## src/rtl/inst_fetch_if.sv

```systemverilog
// Fetch-stage bus: instruction-memory request/grant/in-order response and the
// decode-side handoff of buffered instructions.
interface inst_fetch_if #(
   parameter int ADDR_WIDTH = 32,
   parameter int DATA_WIDTH = 32
);
   logic                  inst_req;
   logic [ADDR_WIDTH-1:0] inst_addr;
   logic                  inst_gnt;
   logic                  inst_rvalid;
   logic [DATA_WIDTH-1:0] inst_rdata;
   logic                  if_valid;
   logic [DATA_WIDTH-1:0] if_inst;
   logic [ADDR_WIDTH-1:0] if_pc;
   logic [ADDR_WIDTH-1:0] if_pc_next;
   logic                  id_ready;

   modport master (
      output inst_req, inst_addr, if_valid, if_inst, if_pc, if_pc_next,
      input  inst_gnt, inst_rvalid, inst_rdata, id_ready
   );

   modport slave (
      input  inst_req, inst_addr, if_valid, if_inst, if_pc, if_pc_next,
      output inst_gnt, inst_rvalid, inst_rdata, id_ready
   );
endinterface

```

## src/rtl/inst_fetch_unit.sv

```systemverilog
// MIPS fetch stage: owns the fetch PC, issues pipelined memory requests under a
// credit limit and buffers returned instructions with their PCs toward decode.
module inst_fetch_unit #(
   parameter int                    ADDR_WIDTH = 32,
   parameter int                    DATA_WIDTH = 32,
   parameter int                    FIFO_DEPTH = 4,
   parameter logic [ADDR_WIDTH-1:0] RESET_PC   = '0
) (
   input  logic                  clk,
   input  logic                  cpu_rst_n,
   input  logic                  cpu_en,
   input  logic                  redirect,
   input  logic [ADDR_WIDTH-1:0] redirect_pc,
   inst_fetch_if.master          bus,
   output logic [ADDR_WIDTH-1:0] dbg_fetch_pc
);
   localparam int PTR_W = $clog2(FIFO_DEPTH);
   localparam int CNT_W = PTR_W + 1;
   localparam logic [CNT_W:0]   DEPTH_C = FIFO_DEPTH[CNT_W:0];
   localparam logic [CNT_W-1:0] FULL_C  = FIFO_DEPTH[CNT_W-1:0];

   logic [ADDR_WIDTH-1:0] fetch_pc;
   logic [ADDR_WIDTH-1:0] resp_pc;
   logic [ADDR_WIDTH-1:0] target_pc;
   logic [CNT_W-1:0]      outstanding;
   logic [CNT_W-1:0]      outstanding_nxt;
   logic [CNT_W-1:0]      drop_cnt;
   logic [CNT_W-1:0]      fifo_cnt;
   logic [CNT_W:0]        inflight;
   logic [PTR_W-1:0]      wr_ptr;
   logic [PTR_W-1:0]      rd_ptr;
   logic [DATA_WIDTH-1:0] fifo_inst [FIFO_DEPTH];
   logic [ADDR_WIDTH-1:0] fifo_pc   [FIFO_DEPTH];
   logic                  accept;
   logic                  push;
   logic                  pop;
   logic                  fifo_full;

   assign target_pc = redirect_pc & ~ADDR_WIDTH'(3);

   // Credit: in-flight requests plus buffered entries never exceed the FIFO,
   // so every response has a slot waiting for it.
   assign inflight      = {1'b0, outstanding} + {1'b0, fifo_cnt};
   assign bus.inst_req  = cpu_rst_n & cpu_en & ~redirect & (inflight < DEPTH_C);
   assign bus.inst_addr = fetch_pc;
   assign accept        = bus.inst_req & bus.inst_gnt;

   assign outstanding_nxt = outstanding + CNT_W'(accept) - CNT_W'(bus.inst_rvalid);

   // A response in the redirect cycle belongs to the old path whatever drop_cnt says.
   assign push      = bus.inst_rvalid & ~redirect & (drop_cnt == '0);
   assign fifo_full = (fifo_cnt == FULL_C);

   assign bus.if_valid   = (fifo_cnt != '0);
   assign pop            = bus.if_valid & bus.id_ready & cpu_en & ~redirect;
   assign bus.if_inst    = fifo_inst[rd_ptr];
   assign bus.if_pc      = fifo_pc[rd_ptr];
   assign bus.if_pc_next = fifo_pc[rd_ptr] + ADDR_WIDTH'(4);
   assign dbg_fetch_pc   = fetch_pc;

   always_ff @(posedge clk or negedge cpu_rst_n) begin
      if (!cpu_rst_n) begin
         fetch_pc    <= RESET_PC;
         resp_pc     <= RESET_PC;
         outstanding <= '0;
         drop_cnt    <= '0;
         wr_ptr      <= '0;
         rd_ptr      <= '0;
         fifo_cnt    <= '0;
      end else begin
         outstanding <= outstanding_nxt;
         if (redirect) begin
            fetch_pc <= target_pc;
            resp_pc  <= target_pc;
            drop_cnt <= outstanding_nxt;
            wr_ptr   <= '0;
            rd_ptr   <= '0;
            fifo_cnt <= '0;
         end else begin
            if (accept)
               fetch_pc <= fetch_pc + ADDR_WIDTH'(4);
            if (push) begin
               resp_pc <= resp_pc + ADDR_WIDTH'(4);
               wr_ptr  <= wr_ptr + PTR_W'(1);
            end
            if (bus.inst_rvalid && (drop_cnt != '0))
               drop_cnt <= drop_cnt - CNT_W'(1);
            if (pop)
               rd_ptr <= rd_ptr + PTR_W'(1);
            fifo_cnt <= fifo_cnt + CNT_W'(push) - CNT_W'(pop);
         end
      end
   end

   // Buffer storage carries data only and is never cleared.
   always_ff @(posedge clk) begin
      if (push) begin
         fifo_inst[wr_ptr] <= bus.inst_rdata;
         fifo_pc[wr_ptr]   <= resp_pc;
      end
   end

   a_no_overflow: assert property (@(posedge clk) disable iff (!cpu_rst_n)
      !(push && !pop && fifo_full));
   a_drop_bounded: assert property (@(posedge clk) disable iff (!cpu_rst_n)
      drop_cnt <= outstanding);
endmodule

```

## src/flat_wrapper.sv

```systemverilog
// flat-port wrapper written by rule: the top's interface ports become plain ports
module inst_fetch_unit_flat 
#(
   parameter int                    ADDR_WIDTH = 32,
   parameter int                    DATA_WIDTH = 32,
   parameter int                    FIFO_DEPTH = 4,
   parameter logic [ADDR_WIDTH-1:0] RESET_PC   = '0
)
  (clk, cpu_rst_n, cpu_en, redirect, redirect_pc, dbg_fetch_pc, bus_inst_req, bus_inst_addr, bus_if_valid, bus_if_inst, bus_if_pc, bus_if_pc_next, bus_inst_gnt, bus_inst_rvalid, bus_inst_rdata, bus_id_ready);
  inst_fetch_if #(.ADDR_WIDTH(ADDR_WIDTH), .DATA_WIDTH(DATA_WIDTH)) bus_i ();
  input  logic clk;
  input  logic cpu_rst_n;
  input  logic cpu_en;
  input  logic redirect;
  input  logic [ADDR_WIDTH-1:0] redirect_pc;
  output logic [ADDR_WIDTH-1:0] dbg_fetch_pc;
  output wire logic [$bits(bus_i.inst_req)-1:0] bus_inst_req;
  output wire logic [$bits(bus_i.inst_addr)-1:0] bus_inst_addr;
  output wire logic [$bits(bus_i.if_valid)-1:0] bus_if_valid;
  output wire logic [$bits(bus_i.if_inst)-1:0] bus_if_inst;
  output wire logic [$bits(bus_i.if_pc)-1:0] bus_if_pc;
  output wire logic [$bits(bus_i.if_pc_next)-1:0] bus_if_pc_next;
  input wire logic [$bits(bus_i.inst_gnt)-1:0] bus_inst_gnt;
  input wire logic [$bits(bus_i.inst_rvalid)-1:0] bus_inst_rvalid;
  input wire logic [$bits(bus_i.inst_rdata)-1:0] bus_inst_rdata;
  input wire logic [$bits(bus_i.id_ready)-1:0] bus_id_ready;
  assign bus_inst_req = bus_i.inst_req;
  assign bus_inst_addr = bus_i.inst_addr;
  assign bus_if_valid = bus_i.if_valid;
  assign bus_if_inst = bus_i.if_inst;
  assign bus_if_pc = bus_i.if_pc;
  assign bus_if_pc_next = bus_i.if_pc_next;
  assign bus_i.inst_gnt = bus_inst_gnt;
  assign bus_i.inst_rvalid = bus_inst_rvalid;
  assign bus_i.inst_rdata = bus_inst_rdata;
  assign bus_i.id_ready = bus_id_ready;
  inst_fetch_unit #(.ADDR_WIDTH(ADDR_WIDTH), .DATA_WIDTH(DATA_WIDTH), .FIFO_DEPTH(FIFO_DEPTH), .RESET_PC(RESET_PC)) u_core (.clk(clk), .cpu_rst_n(cpu_rst_n), .cpu_en(cpu_en), .redirect(redirect), .redirect_pc(redirect_pc), .bus(bus_i), .dbg_fetch_pc(dbg_fetch_pc));
endmodule
```

## config.mk

```make
export PLATFORM = sky130hd
export DESIGN_NAME = inst_fetch_unit_flat
export DESIGN_NICKNAME = d
export VERILOG_FILES = /design/src/rtl/inst_fetch_if.sv /design/src/rtl/inst_fetch_unit.sv /design/src/flat_wrapper.sv
export SDC_FILE = /design/constraint.sdc
export NUM_CORES = 1
export LEC_CHECK = 0
export BUFFER_PORTS_ARGS = -buffer_cell sky130_fd_sc_hd__buf_2
export CAP_MARGIN = 0
export CORE_ASPECT_RATIO = 1.1
export CORE_MARGIN = 4
export CORE_UTILIZATION = 30
export CTS_BUF_LIST = sky130_fd_sc_hd__clkbuf_2 sky130_fd_sc_hd__clkbuf_4 sky130_fd_sc_hd__clkbuf_8
export CTS_CLUSTER_SIZE = 10
export DETAILED_ROUTE_END_ITERATION = 7
export PLACE_DENSITY = 0.59
export SLEW_MARGIN = 40
export SYNTH_ARGS = -nofsm -noshare
export SYNTH_HDL_FRONTEND = slang
export SYNTH_SLANG_ARGS = --single-unit
```

## constraint.sdc

```tcl
create_clock -name clk -period 4.43 [get_ports clk]
set_clock_uncertainty 0.1 [all_clocks]
set_input_delay 0.886 -clock clk [delete_from_list [all_inputs] [get_ports clk]]
set_output_delay 0.886 -clock clk [all_outputs]
set_load 0.02 [all_outputs]
```

==> impl_metrics.tcl, run 1 <==
set metrics [dict create \
    antenna_found_initial 0 \
    final-seq-area_sq_um 9280 \
    port-buffer-count 222 \
    fin_crit_sh_pct 93.9 \
    pin_count 233 \
    floorplan.initialDensity_pct 30.5 \
    hpwl_um 22100 \
    pre_cts_slack_ns 0.723 \
    grt_usage_pct 13.3 \
    swShare_pct 28.2 \
    synth-seq-cells 321 \
    yosysMostFrequentCell "edfxtp_1" \
    drive_gt1_share_pct 36.8 \
    yosys_warnings 0 \
    ant_nets 0 \
    multi_input_area_sq_um 4200 \
    cellPowerDensity_nw_per_um2 446 \
    clock_power_share_pct 34.8 \
    arrival_ns 3.18 \
    synth_area_per_cell_sq_um 15.6 \
    setup_ws_ns 0.268 \
    netlist_area_sq_um 14000 \
    p_switching_mw 2.11 \
    max_cap_viol_count 0 \
    yosysSeqAreaShare_pct 66.3 \
    rsz0062_at_grt "no" \
    path_clk_slew_ns 0.06 \
    rows 82 \
    hold_buffers 0 \
    cts_sinks 321 \
    htreeDepth 2 \
    power_mw 7.46 \
    grt_pass1_vias 8585 \
    crit_chain "buf_4 -> mux4_2 -> and4_1 -> and3_1 -> xor2_1 -> buf_2" \
    yosysUniqueCellTypes 45 \
    internal_power_mw 5.36 \
    clkLatencyLatePin_ns 0.61 \
    synthTopCellsByArea "edfxtp_1 (53%), dfrtp_1 (13%), mux4_2 (10%)" \
    first_pass_iters 5 \
    place_area_sq_um 15600 \
    area_growth_pct 19.7 \
    crit_slowest_cell "dfrtp_4" \
    yosys_most_used_dff "edfxtp_1" \
    cp-start-kind "flip-flop" \
    nets 1222 \
    via_count 8458 \
    nFillCells 4362 \
    drc 0 \
    die_h_um 234 \
    irDropWorstVdd_v 0.000212 \
    whs_ns 0.287 \
    status "finished clean" \
    gp_congestion 0.804 \
    synth_cells 898 \
    die-area_sq_um 50100 \
    synth_largest_area_cell "edfxtp_1" \
    die_w_um 214 \
    p_seq_share_pct 48.5 \
    wirelength_um 33700 \
    cp-end-kind "primary output" \
    grt_first_pass_wirelength_um 50800 \
    final_area_sq_um 16700 \
    fin_tns_setup_ns 0 \
    diodes 0 \
    wl_per_cell_um 19.2 \
    combPwrFrac_pct 16.7 \
    clock-root-buffer "clkbuf_8" \
    grt-ovfl-total 0 \
    synthArstFlopShare_pct 22.7 \
    setup_viol 0 \
    cts_tree "built" \
    core-area_sq_um 45900 \
    max_slew.worst_pin.slew_ns 0.751 \
    final_max_slew_viol_count 0 \
    path_class "reg2out" \
    post-route-min-period_ns 4.16 \
    leakage_nw 6.10 \
    critPathMaxStageDelay_ns 0.61 \
    path_max_fanout 16 \
    cp.required_ns 3.44 \
    drt_first_iter_violations 522 \
    synth_edf_count 248 \
    via_per_inst 4.81 \
    fmax_mhz 240 \
    synth_top_area_share_pct 53.2 \
    grt_max_degree 58 \
    finalHoldViolCount 0 \
    numCtsBuffers 54 \
    relSlewSlack_pct 49.9 \
    synth_common_cells "edfxtp_1 (248), dfrtp_1 (73), mux4_2 (62), xnor2_1 (55), nand2_1 (53)" \
    cts_buffer_depth 3 \
    hold_class "in2async" \
]
## critical path, delay by kind of cell (launching register included)
kind	cells	cell delay, ns
buffers and inverters	2	0.47
AND/OR/NAND/NOR	2	0.68
multiplexers	1	0.59
flip-flops	1	0.61
XOR/XNOR	1	0.20
## power by group through the flow
stage | Clock (mW) | Sequential [mW] | Combinational [mW]
floorplan | 0 | 3.65 | 0.858
global placement | 0 | 3.67 | 1.24
detailed placement | 0 | 3.68 | 1.25
CTS | 2.71 | 3.62 | 1.25
global route | 2.85 | 3.65 | 1.37
finish | 2.60 | 3.62 | 1.25
## worst paths after layout
path	endpoint	start	slack, ns	cells after the start
max	bus_if_pc_next[12]	u_core.rd_ptr[0]	0.27	6
min	u_core.bus.inst_addr[11]	cpu_rst_n	0.29	2
max reg2reg	u_core.drop_cnt[2]	u_core.fifo_cnt[1]	1.34	10
min reg2reg	u_core.outstanding[2]	u_core.outstanding[2]	0.41	1
max in group asynchronous	u_core.rd_ptr[0]	cpu_rst_n	2.99	3
min in group clk	u_core.fifo_inst[2][22]	bus_inst_rdata[22]	0.38	1
## layer usage
layer / GRT usage [%] / wire length (um) / share of wire, %
met3: 3.04 / 2070 / 6.1
met4: 3.42 / 677 / 2.0
met1: 18.4 / 15200 / 45
met5: 0 / 0 / 0
met2: 21.2 / 15800 / 47
## cell families (layout without fill, tap and decap cells)
| family | count (synthesis) | in the layout | share of synthesized area [%] |
|---|---|---|---|
| simple gates | 225 | 225 | 8.61 |
| xor+xnor | 73 | 73 | 4.57 |
| compound gates | 80 | 80 | 3.50 |
| other cells | 1 | 8 | 0.0268 |
| mux | 79 | 79 | 11.3 |
| buf+inv | 102 | 367 | 4.02 |
| fa+ha+maj | 17 | 17 | 1.63 |
| flops | 321 | 321 | 66.3 |
## state kept, by name, summed over array words and instances (netlist names)
register / flops
u_core.fifo_inst: 128
u_core.fifo_pc: 120
u_core.bus.inst_addr: 30
u_core.resp_pc: 30
u_core.drop_cnt: 3
u_core.fifo_cnt: 3
u_core.outstanding: 3
u_core.rd_ptr: 2
u_core.wr_ptr: 2
## stage by stage
| stage | utilization [%] | std cells |
|---|---|---|
| floorplan | - | 905 |
| global placement | 34.0 | 1657 |
| detailed placement | 34.0 | 1657 |
| global route | 36.5 | 1758 |
| finish | 36.5 | 1758 |
| CTS | 36.3 | 1749 |
## placed cells by master (no fill, tap or decap), types with 9 or more instances in the layout
cell type  synthesis  layout
clkbuf_4           0      11
buf_2             11     221
buf_4             42      27
and2_1            13      13
clkinv_2           0       9
edfxtp_1         248     248
clkbuf_8           0      58
and3_1            18      14
dfrtp_1           73      71
clkinv_1           0       9
nand4_1           30      30
nand3_1           36      36
mux2_2            16      16
and4_1            11      10
nor2_1            31      29
nand2_1           53      53
inv_1             21      21
xor2_1            18      18
ha_1              15      15
nor4_1            12      11
mux4_2            62      62
a21oi_1           10      10
xnor2_1           55      55
o21ai_0           41      41
## what timing repair did
item                       4_1_cts  5_1_grt
setup endpoints to repair        0       17
gates resized for setup          0        4
buffers inserted                 0        9
## cell type report
cell class              count  area share [%]
inverters                  23           0.515
clock buffers              69            5.26
clock inverters            23            1.03
multi-input cells         482            25.0
repair buffers            252            8.34
well taps                 588            4.39
flip-flops and latches    321            55.4
No activity file was read; power rests on OpenSTA's default activity.
==> run 2, diff against run 1 <==
CORE_ASPECT_RATIO = 1.75   (was 1.1)
==> run 2 against run 1 <==
Die area grew 0.26%. Hold slack gained 0.074 ns. Power is 0.56% higher. Setup slack better by 0.0035 ns. Largest power group unchanged. Critical endpoint is now bus_if_pc_next[18]. Clock power is essentially flat. Count of clock-buffer cells in the layout shrank 13. Flip-flop and latch count did not move. Critical path type unchanged. Global-route usage increased by 0.53 points. First-iteration DRC count is 15% lower. Combinational power is essentially flat. Via count rose by 0.31%.
==> impl_metrics.tcl, run 2 (synthesized netlist as in run 1, its figures left out) <==
set metrics [dict create \
    status "finished clean" \
    path_max_fanout 13 \
    drc 0 \
    setup_viol 0 \
    pin_count 233 \
    rows 104 \
    clock-root-buffer "clkbuf_8" \
    leakage_nw 6.06 \
    final_common_cell "edfxtp_1" \
    via_per_inst 4.85 \
    relSlewSlack_pct 58.8 \
    core-area_sq_um 46100 \
    arrival_ns 3.17 \
    antenna_found_initial 1 \
    path_class "reg2out" \
    ant_nets 0 \
    final_cell_mix "edfxtp_1 (248), buf_2 (221), dfrtp_1 (71)" \
    final-seq-area_sq_um 9280 \
    numCtsBuffers 49 \
    hold_class "in2async" \
    whs_ns 0.361 \
    die-area_sq_um 50300 \
    cts_buffer_depth 3 \
    clkLatencyLatePin_ns 0.59 \
    floorplan.initialDensity_pct 30.4 \
    irDropWorstVdd_v 0.000188 \
    post-route-min-period_ns 4.16 \
    drt_first_iter_violations 443 \
    rsz0062_at_grt "no" \
    instances_no_fill 1749 \
    wirelength_um 35100 \
    cp-end-kind "primary output" \
    wl_per_cell_um 20.1 \
    grt_max_degree 63 \
    grt_usage_pct 13.8 \
    place_inst 1659 \
    finalHoldViolCount 0 \
    first_pass_iters 4 \
    cp-start-kind "flip-flop" \
    setup_ws_ns 0.272 \
    htreeDepth 2 \
    fin_crit_sh_pct 93.9 \
    hold_buffers 0 \
    drive_gt1_share_pct 36.2 \
    die_w_um 171 \
    via_count 8484 \
    max_cap_viol_count 0 \
    gp_congestion 0.756 \
    grt_first_pass_wirelength_um 52800 \
    top_register "u_core.fifo_inst" \
    pre_cts_slack_ns 0.635 \
    cp.required_ns 3.44 \
    path_clk_slew_ns 0.07 \
    area_growth_pct 19.8 \
    largestRegisters "u_core.fifo_inst (128), u_core.fifo_pc (120)" \
    cts_sinks 321 \
    port-buffer-count 222 \
    cts_tree "built" \
    nets 1216 \
    multi_input_area_sq_um 4210 \
    cellPowerDensity_nw_per_um2 448 \
    hpwl_um 24000 \
    max_slew.worst_pin.slew_ns 0.612 \
    grt-ovfl-total 0 \
    fin_tns_setup_ns 0 \
    die_h_um 294 \
    largest_reg_flops 128 \
    fmax_mhz 240 \
    nFillCells 4476 \
    final_max_slew_viol_count 0 \
    final_util_pct 36.4 \
    grt_pass1_vias 8945 \
]
-- run 2: cell type report --
cell class | instances | area share [%]
repair buffers | 251 | 8.37
clock inverters | 32 | 1.87
diodes | 1 | 0.0149
multi-input cells | 482 | 25.1
well taps | 583 | 4.35
flip-flops and latches | 321 | 55.4
clock buffers | 56 | 4.34
inverters | 23 | 0.515
-- run 2: what timing repair did --
| item | CTS | global route |
|---|---|---|
| hold endpoints to repair | 0 | 0 |
| setup endpoints to repair | 1 | 11 |
| buffers inserted | 0 | 1 |
| gates resized for setup | 1 | 0 |
| gates cloned | 0 | 0 |
-- run 2: per-layer routing --
metal / global-route usage [%] / up-vias / share of wire, %
li1: - / 3865 / -
met1: 16.1 / 4277 / 38
met2: 25.1 / 270 / 53
met3: 2.37 / 72 / 5.3
met4: 5.24 / 0 / 3.3
met5: 0 / - / 0
-- run 2: critical path, cell delays in order, from the launching register on --
cell and delay [ns]:
dfrtp_4 0.63, buf_4 0.21, mux4_2 0.58, ha_1 0.29
and4_1 0.22, and3_1 0.25, nand3_1 0.12, xnor2_1 0.11
buf_2 0.18
-- run 2: final timing paths --
kind | start | cells past startpoint | slack, ns | end
hold reg to reg | u_core.outstanding[2] | 1 | 0.41 | u_core.outstanding[2]
max in group asynchronous | cpu_rst_n | 3 | 2.95 | u_core.rd_ptr[1]
min in group clk | bus_inst_rdata[18] | 1 | 0.40 | u_core.fifo_inst[2][18]
setup / recovery | u_core.rd_ptr[0] | 8 | 0.27 | bus_if_pc_next[18]
hold / removal | cpu_rst_n | 2 | 0.36 | u_core.bus.inst_addr[15]
setup reg to reg | u_core.fifo_cnt[1] | 8 | 1.54 | u_core.bus.inst_addr[20]
-- run 2: where the power goes --
group | leakage, nW | internal (mW) | switching (mW)
logic | 2.40 | 0.496 | 0.768
registers | 3.12 | 3.44 | 0.168
clock network | 0.533 | 1.46 | 1.18
total | 6.06 | 5.39 | 2.11
-- run 2: through the flow --
stage | cell area (sq um) | power [mW]
final | 16800 | 7.51
after global routing | 16800 | 7.89
after CTS | 16700 | 7.64
after detailed placement | 15700 | 4.96
after global placement | 15700 | 4.93
after floorplan | 14000 | 4.51
==> run 3, diff against run 2 <==
BUFFER_PORTS_ARGS = default   (was -buffer_cell sky130_fd_sc_hd__buf_2)
DONT_BUFFER_PORTS = 1   (was default)
GPL_TIMING_DRIVEN = 0   (was default)
PLACE_DENSITY = 0.55   (was 0.59)
==> run 3 against run 2 <==
First-iteration DRC count shrank 18%. Wire length grew 5.2%. Setup slack lost 0.071 ns. Non-clock buffer count shrank 162. Critical path type unchanged. Final area shrank 3.5%. Maximum frequency shrank 1.7%. Register-to-register slack lost 0.50 ns. Combinational power shrank 11%. Final cell count shrank 9.3%. Die area is the same. Highest routed layer unchanged.
==> impl_metrics.tcl, run 3 (synthesized netlist as in run 1, its figures left out) <==
set metrics [dict create \
    area_growth_pct 15.6 \
    nets 1053 \
    drt_first_iter_violations 365 \
    cp-end-kind "primary output" \
    port-buffer-count 0 \
    final_util_pct 35.1 \
    r2r_slack_ns 1.04 \
    power_mw 7.30 \
    die_h_um 294 \
    core-area_sq_um 46100 \
    htreeDepth 2 \
    whs_ns 0.0619 \
    grt_usage_pct 14.5 \
    wl_per_cell_um 23.3 \
    clkLatencyLatePin_ns 0.59 \
    via_count 7974 \
    final_cell_mix "edfxtp_1 (248), dfrtp_1 (73), mux4_2 (62)" \
    arrival_ns 3.24 \
    grt_pass1_vias 8356 \
    hold_class "in2async" \
    max_cap_viol_count 0 \
    final_max_slew_viol_count 0 \
    numCtsBuffers 48 \
    floorplan.initialDensity_pct 30.4 \
    largest_reg_flops 128 \
    fin_crit_sh_pct 95.5 \
    path_max_fanout 10 \
    clock-root-buffer "clkbuf_8" \
    drc 0 \
    ant_nets 0 \
    cellPowerDensity_nw_per_um2 451 \
    leakage_nw 5.51 \
    rsz0062_at_grt "no" \
    drive_gt1_share_pct 25.9 \
    via_per_inst 5.03 \
    grt_max_degree 74 \
    setup_viol 0 \
    top_register "u_core.fifo_inst" \
    cp-start-kind "flip-flop" \
    post-route-min-period_ns 4.23 \
    die-area_sq_um 50300 \
    antenna_found_initial 2 \
    relSlewSlack_pct 47.8 \
    wirelength_um 36900 \
    fmax_mhz 236 \
    path_clk_slew_ns 0.06 \
    finalHoldViolCount 0 \
    largestRegisters "u_core.fifo_inst (128), u_core.fifo_pc (120)" \
    rows 104 \
    nFillCells 4428 \
    pin_count 233 \
    hpwl_um 26700 \
    irDropWorstVdd_v 0.000229 \
    cts_sinks 321 \
    status "finished clean" \
    cts_buffer_depth 3 \
    instances_no_fill 1586 \
    first_pass_iters 4 \
    final_common_cell "edfxtp_1" \
    place_inst 1496 \
    max_slew.worst_pin.slew_ns 0.777 \
    grt_first_pass_wirelength_um 54500 \
    die_w_um 171 \
    path_class "reg2out" \
    cp.required_ns 3.44 \
    cts_tree "built" \
    grt-ovfl-total 0 \
    gp_congestion 0.816 \
]
run 3: worst max-delay path, cell delays in order (launching register included):
cell and delay, ns:
dfrtp_1 0.32, clkbuf_4 0.22, buf_4 0.24, buf_4 0.24, mux4_2 0.38, ha_4 0.22, and4_4 0.33, and3_1 0.26
nand3_1 0.14, xnor2_2 0.32
run 3: final timing paths:
kind	depth (start not counted)	end	start
max	9	bus_if_pc_next[18]	u_core.rd_ptr[1]
min in group clk	0	u_core.fifo_inst[2][31]	bus_inst_rdata[31]
max in group asynchronous	1	u_core.fifo_cnt[2]	cpu_rst_n
max reg2reg	11	u_core.drop_cnt[2]	u_core.fifo_cnt[1]
min reg2reg	1	u_core.outstanding[2]	u_core.outstanding[2]
min	1	u_core.resp_pc[13]	cpu_rst_n
run 3: where the power goes:
group	internal (mW)	switching, mW	total (mW)	leakage [nW]
logic	0.414	0.709	1.12	1.84
clock network	1.39	1.14	2.53	0.541
registers	3.44	0.207	3.65	3.12
total	5.24	2.06	7.30	5.51
run 3: final cells by class:
type / instances / area, sq um / area share [%]
repair buffers: 11 / 215 / 1.33
multi-input cells: 482 / 4370 / 27.0
plain buffers: 78 / 485 / 3.00
clock buffers: 72 / 878 / 5.43
flip-flops and latches: 321 / 9270 / 57.3
clock inverters: 14 / 128 / 0.789
well taps: 583 / 729 / 4.51
diodes: 2 / 5.00 / 0.0309
inverters: 23 / 86.3 / 0.534
run 3: metal layers:
layer	GRT usage (%)	vias to the layer above	part of all wire, %
met5	0	-	0
met2	26.6	284	55
met4	5.84	0	3.6
li1	-	3557	-
met1	15.9	4060	36
met3	3.21	73	5.9
run 3: stage by stage:
| step | area, sq um | worst slack [ns] | TNS, ns |
|---|---|---|---|
| 5_1_grt | 16200 | 0.0243 | 0 |
| 4_1_cts | 16100 | -0.0388 | -0.0640 |
| 6_report | 16200 | 0.201 | 0 |
| 3_5_place_dp | 14900 | -0.196 | -0.690 |
| 2_1_floorplan | 14000 | 0.785 | 0 |
| 3_3_place_gp | 14700 | -1.17 | -288.37 |
run 3: timing repair:
action | 4_1_cts | 5_1_grt
setup endpoints to repair | 26 | 16
buffers inserted | 2 | 0
gates resized for setup | 27 | 4
pin swaps | 4 | 2
hold buffers | 1 | 0
cloned | 0 | 0
endpoints found under the hold margin | 73 | 0
